--- config.mk ---
export PLATFORM = sky130hd
export DESIGN_NAME = ws2811_frame_sequencer
export DESIGN_NICKNAME = d
export VERILOG_FILES = /design/src/rtl/ws2811_pkg.sv /design/src/rtl/ws2811_latch_timer.sv /design/src/rtl/ws2811_frame_sequencer.sv
export SDC_FILE = /design/constraint.sdc
export NUM_CORES = 1
export LEC_CHECK = 0
export ABC_AREA = 1
export BUFFER_PORTS_ARGS = -buffer_cell sky130_fd_sc_hd__clkbuf_2
export CORE_ASPECT_RATIO = 1.75
export CORE_MARGIN = 10
export CORE_UTILIZATION = 57
export CTS_BUF_LIST = sky130_fd_sc_hd__clkbuf_16
export CTS_CLUSTER_DIAMETER = 40
export DETAILED_ROUTE_END_ITERATION = 10
export HOLD_SLACK_MARGIN = 0.1
export PLACE_DENSITY = 0.82
export SKIP_CTS_REPAIR_TIMING = 1
export SYNTH_ARGS = -nofsm -noshare
export SYNTH_HDL_FRONTEND = slang
export SYNTH_SLANG_ARGS = --single-unit
--- constraint.sdc ---
create_clock -name clk -period 1.7 [get_ports clk]
set_input_delay 0.34 -clock clk [delete_from_list [all_inputs] [get_ports clk]]
set_output_delay 0.34 -clock clk [all_outputs]
set_load 0.02 [all_outputs]
--- src/rtl/ws2811_pkg.sv ---
// Shared types and constants for the WS2811 frame sequencer.
package ws2811_pkg;

    typedef enum logic [2:0] {
        ST_IDLE,
        ST_FETCH,
        ST_LOAD,
        ST_SHIFT,
        ST_LATCH
    } state_t;

    localparam int BYTES_PER_LED        = 3;
    localparam int BITS_PER_BYTE        = 8;
    localparam int DEFAULT_LATCH_CYCLES = 3000;

endpackage

--- src/rtl/ws2811_latch_timer.sv ---
// Down-counter for the idle-low latch gap: load starts it, expire is high on
// the last cycle of the gap, exactly CYCLES cycles after the load edge.
module ws2811_latch_timer
    import ws2811_pkg::*;
#(
    parameter int CYCLES = DEFAULT_LATCH_CYCLES
) (
    input  logic clk,
    input  logic rst_n,
    input  logic load,
    output logic expire
);

    localparam int CNT_W = (CYCLES > 2) ? $clog2(CYCLES) : 1;

    logic [CNT_W-1:0] cnt;
    logic             active;

    always_ff @(posedge clk) begin
        if (!rst_n) begin
            cnt    <= '0;
            active <= 1'b0;
        end else if (load) begin
            cnt    <= CNT_W'(CYCLES - 1);
            active <= 1'b1;
        end else if (active) begin
            if (cnt == '0)
                active <= 1'b0;
            else
                cnt <= cnt - CNT_W'(1);
        end
    end

    assign expire = active && (cnt == '0);

endmodule

--- src/rtl/ws2811_frame_sequencer.sv ---
// Streams pixel RAM bytes (address 0 upward, MSB first) to a WS2811 bit encoder,
// then holds the line idle for the latch gap. Define WS2811_LOOP_EN for continuous refresh.
module ws2811_frame_sequencer
    import ws2811_pkg::*;
#(
    parameter int NUM_LEDS     = 50,
    parameter int ADDR_W       = 12,
    parameter int LATCH_CYCLES = DEFAULT_LATCH_CYCLES
) (
    input  logic              clk,
    input  logic              rst_n,
    input  logic              start,
    input  logic              abort,
    output logic [ADDR_W-1:0] ram_addr,
    input  logic [7:0]        ram_data,
    output logic              pwm_bit,
    output logic              pwm_valid,
    input  logic              pwm_ready,
    output logic              busy,
    output logic              frame_done
);

    localparam int                TOTAL_BYTES = BYTES_PER_LED * NUM_LEDS;
    localparam logic [ADDR_W-1:0] LAST_BYTE   = ADDR_W'(TOTAL_BYTES - 1);
    localparam logic [2:0]        LAST_BIT    = 3'(BITS_PER_BYTE - 1);

    state_t            state;
    state_t            state_nxt;
    logic [ADDR_W-1:0] byte_idx;
    logic [2:0]        bit_cnt;
    logic [7:0]        shreg;
    logic              xfer;
    logic              byte_end;
    logic              last_byte;
    logic              latch_load;
    logic              latch_expire;
    logic              loop_again;

    assign xfer       = pwm_valid && pwm_ready;
    assign byte_end   = xfer && (bit_cnt == LAST_BIT);
    assign last_byte  = (byte_idx >= LAST_BYTE);
    assign latch_load = (state_nxt == ST_LATCH) && (state != ST_LATCH);

`ifdef WS2811_LOOP_EN
    // An abort seen anywhere in the frame lets the current latch gap finish, then stops.
    logic abort_pend;

    always_ff @(posedge clk) begin
        if (!rst_n)
            abort_pend <= 1'b0;
        else if (state == ST_IDLE)
            abort_pend <= 1'b0;
        else if (abort)
            abort_pend <= 1'b1;
    end

    assign loop_again = !abort_pend && !abort;
`else
    assign loop_again = 1'b0;
`endif

    always_ff @(posedge clk) begin
        if (!rst_n)
            state <= ST_IDLE;
        else
            state <= state_nxt;
    end

    always_comb begin
        state_nxt = state;
        case (state)
            ST_IDLE:  if (start && !abort) state_nxt = ST_FETCH;
            ST_FETCH: state_nxt = abort ? ST_LATCH : ST_LOAD;
            ST_LOAD:  state_nxt = abort ? ST_LATCH : ST_SHIFT;
            ST_SHIFT: begin
                if (abort)
                    state_nxt = ST_LATCH;
                else if (byte_end)
                    state_nxt = last_byte ? ST_LATCH : ST_FETCH;
            end
            ST_LATCH: if (latch_expire) state_nxt = loop_again ? ST_FETCH : ST_IDLE;
            default:  state_nxt = ST_IDLE;
        endcase
    end

    always_comb begin
        pwm_valid  = (state == ST_SHIFT);
        pwm_bit    = (state == ST_SHIFT) ? shreg[7] : 1'b0;
        busy       = (state != ST_IDLE);
        frame_done = (state == ST_LATCH) && latch_expire;
        ram_addr   = byte_idx;
    end

    // Byte index stays on the last byte through the gap and rewinds as the gap ends.
    always_ff @(posedge clk) begin
        if (!rst_n) begin
            byte_idx <= '0;
            bit_cnt  <= '0;
        end else begin
            case (state)
                ST_LOAD: bit_cnt <= '0;
                ST_SHIFT: begin
                    if (xfer && !abort) begin
                        bit_cnt <= bit_cnt + 3'd1;
                        if (byte_end && !last_byte)
                            byte_idx <= byte_idx + ADDR_W'(1);
                    end
                end
                ST_LATCH: if (latch_expire) byte_idx <= '0;
                default: ;
            endcase
        end
    end

    always_ff @(posedge clk) begin
        if (state == ST_LOAD)
            shreg <= ram_data;
        else if (state == ST_SHIFT && xfer)
            shreg <= {shreg[6:0], 1'b0};
    end

    ws2811_latch_timer #(
        .CYCLES(LATCH_CYCLES)
    ) u_latch_timer (
        .clk   (clk),
        .rst_n (rst_n),
        .load  (latch_load),
        .expire(latch_expire)
    );

endmodule
==> run metrics <==
status=complete, but fails checks; failing checks=negative setup slack; Main synth FF type=dfxtp_1; #FFs+latches synth=39; number of flops mapped to enable cells by yosys=8; largest net degree at the start of global routing=14; most common cell after layout, fill and taps aside=nand2_1; max layer used=met4; critical path class=reg -> out; Gate Count Post-Synth=roughly 280; Worst Path Buf+Inv=2; DR DRC count=0; CTS clk-pin slew, worst paths=around 0.060 ns; r2r startpoint=ram_addr[0]; Max FO, Critical Path=3; WL final=~6400 um; CP Data Required Time=1.36 ns; Worst-Margin Slew=0.387 ns; first-pass GRT wire length=9150 um; CP Data Arrival Time=1.50 ns; CTS buffer count=5; PwrDens=952 mW/mm^2; Post-synth ARST share=0%; Clock Sinks=39; Final GP Congestion=0.920; vias per cell=5.66; H-tree depth=2; Met2 Wirelength=between 3000 and 4000 um; worst skew pair latency=0.29 ns; Flop pwr share=38.4%; CTS Buffer Depth=2; combinational fraction of design power=between 20% and 30%; Buffers on Ports=28; # IOs=29; Yosys cell types=36; Core Region=0.00363 mm^2; relative slew slack=74.1%; highest cell delay on the worst timing path=0.33 ns; hold slack=between 0.3 and 0.4 ns; Die Span Y=101 um; minimum clock period after layout=1.84 ns; max_cap viols=0; CP startpoint kind=register; fin util=78.2%; CP max-delay cell=dfxtp_2; Hold Fails Final Rpt=0; sw frac=29.3%; Critical Path Sink Type=output pin; fraction of layout cells with a size suffix above 1=36.4%; clock tree from TritonCTS=done; wire length per cell=16.8 um; crit-path leading delay family=simple AND/OR/NAND/NOR gates; Slew Limit Fails=0; Net Sw Power=a little under 0.8 mW; critical path cell sequence=inv_2, ha_4, nand3_2, nor3_2, nand3_1, nor2_1, buf_4; fmax=544 MHz; die area=between 0.006 and 0.007 mm^2; met3 WL post-DR=428 um; number of global-route vias before repair=2068; GRT overflow=0; Finish-stage setup viols=16; Layout area overhead=31.2%; initial antenna violation count=0; WL met1=2200 um; syn avg cell area=about 7.8 um^2; initial core utilization=59.6%; Hold WC Path Type=in -> reg; Synth Warn #=0; maximum VDD drop=921 uV; P_int=1.91 mW; Clk network pwr share=between 30% and 40%; DRT iter0 DRCs=173; n_diodes=0; hold_sp=ram_data[2]; crit path launch=u_latch_timer.cnt[0]; Die Wd=66.6 um; # nets final=354; HPWL Detailed=around 3900 um; Mapped Area=0.00216 mm^2; Pre-antenna DRT Iters=4; Rows=29; unrepaired setup endpoints after global routing=true; DRT antenna net count=0; most frequent cells in the layout=49 x nand2_1, 32 x nor2_1, 31 x inv_1; period utilization=108%; GRT Total Usage=16.9%; Lkg Pwr=between 1 and 1.5 nW; Clock Skew=0.00551 ns; sequential share of the synthesized area=39.8%; clock root buffer=clkbuf_16; syn_nets=297; fin worst setup slack=-0.137 ns; DR vias=2156
## per-stage QoR
stage                     setup TNS (ns)  instances  setup WS, ns  total power, mW  cell area (um^2)
after floorplan                        0        277        0.0518             1.40              2160
after global placement                 0        362        0.0404             1.52              2450
after detailed placement               0        362       0.00688             1.54              2450
after CTS                         -0.308        370        -0.241             2.60              2620
after global routing               -3.01        381        -0.211             2.82              2840
final                             -0.980        381        -0.137             2.70              2840
## layout make-up
cell class / count / area, um^2
multi-input combinational: 196 / 1250
sequential: 39 / 868
fill: 227 / 791
timing repair buffer: 53 / 345
inverter: 39 / 149
clock buffer: 5 / 125
tap: 46 / 57.6
clock inverter: 3 / 43.8
## sequential cells by signal, indices dropped and copies added (netlist names)
signal	cells
shreg	8
state	3
u_latch_timer.active	1
ram_addr	12
bit_cnt	3
u_latch_timer.cnt	12
## cell usage after synthesis, types with 2 or more instances
master / count / area, um^2
a21oi_1: 15 / 75.1
a21oi_2: 3 / 26.3
a31oi_1: 3 / 18.8
clkbuf_1: 2 / 7.51
dfxtp_1: 31 / 621
edfxtp_1: 8 / 240
ha_1: 7 / 87.6
inv_1: 37 / 139
inv_2: 2 / 7.51
mux2_2: 7 / 78.8
nand2_1: 56 / 210
nand2_2: 3 / 18.8
nand2_4: 2 / 22.5
nand3_1: 15 / 75.1
nand3_2: 5 / 50.1
nand4_1: 11 / 68.8
nor2_1: 35 / 131
nor2_4: 4 / 45.0
nor3_1: 3 / 15.0
o211ai_1: 2 / 15.0
o21ai_0: 7 / 35.0
xor2_1: 5 / 43.8
## worst reg2reg max path, cell delays in order, from the launching register on
cell,delay (ns)
dfxtp_4,0.37
inv_4,0.06
ha_2,0.15
nand2_1,0.06
nand2_1,0.07
nand2_1,0.08
nand2_1,0.10
nand2_2,0.09
o21ai_4,0.28
buf_6,0.15
nand3_4,0.12
nand2_2,0.09
a21oi_1,0.06
## worst paths after layout
check | end | slack, ns | cells past startpoint
max reg2reg | ram_addr[4] | -0.10 | 12
min reg2reg | ram_addr[9] | 0.45 | 2
min | shreg[2] | 0.36 | 2
max | frame_done | -0.14 | 7
## power groups by stage
stage / clock [mW] / combinational [mW] / sequential (mW)
2_1_floorplan: 0 / 0.359 / 1.04
3_3_place_gp: 0 / 0.471 / 1.05
3_5_place_dp: 0 / 0.487 / 1.05
4_1_cts: 1.07 / 0.498 / 1.03
5_1_grt: 1.11 / 0.664 / 1.04
6_report: 1.06 / 0.604 / 1.04
## metal layers
| metal | up-vias | global-route usage [%] |
|---|---|---|
| li1 | 1018 | - |
| met1 | 996 | 16.2 |
| met2 | 99 | 30.8 |
| met3 | 43 | 4.97 |
| met4 | 0 | 9.24 |
| met5 | - | 0 |
## logic make-up after synthesis
logic type	share of synthesized area [%]
buffers and inverters	7.87
AO/OA/AOI/OAI	10.2
flip-flops	39.8
XOR/XNOR	2.43
adder cells (fa/ha/maj)	4.05
AND/OR/NAND/NOR	32.0
multiplexers	3.64
Note: power is estimated with default switching activity, not from simulation.
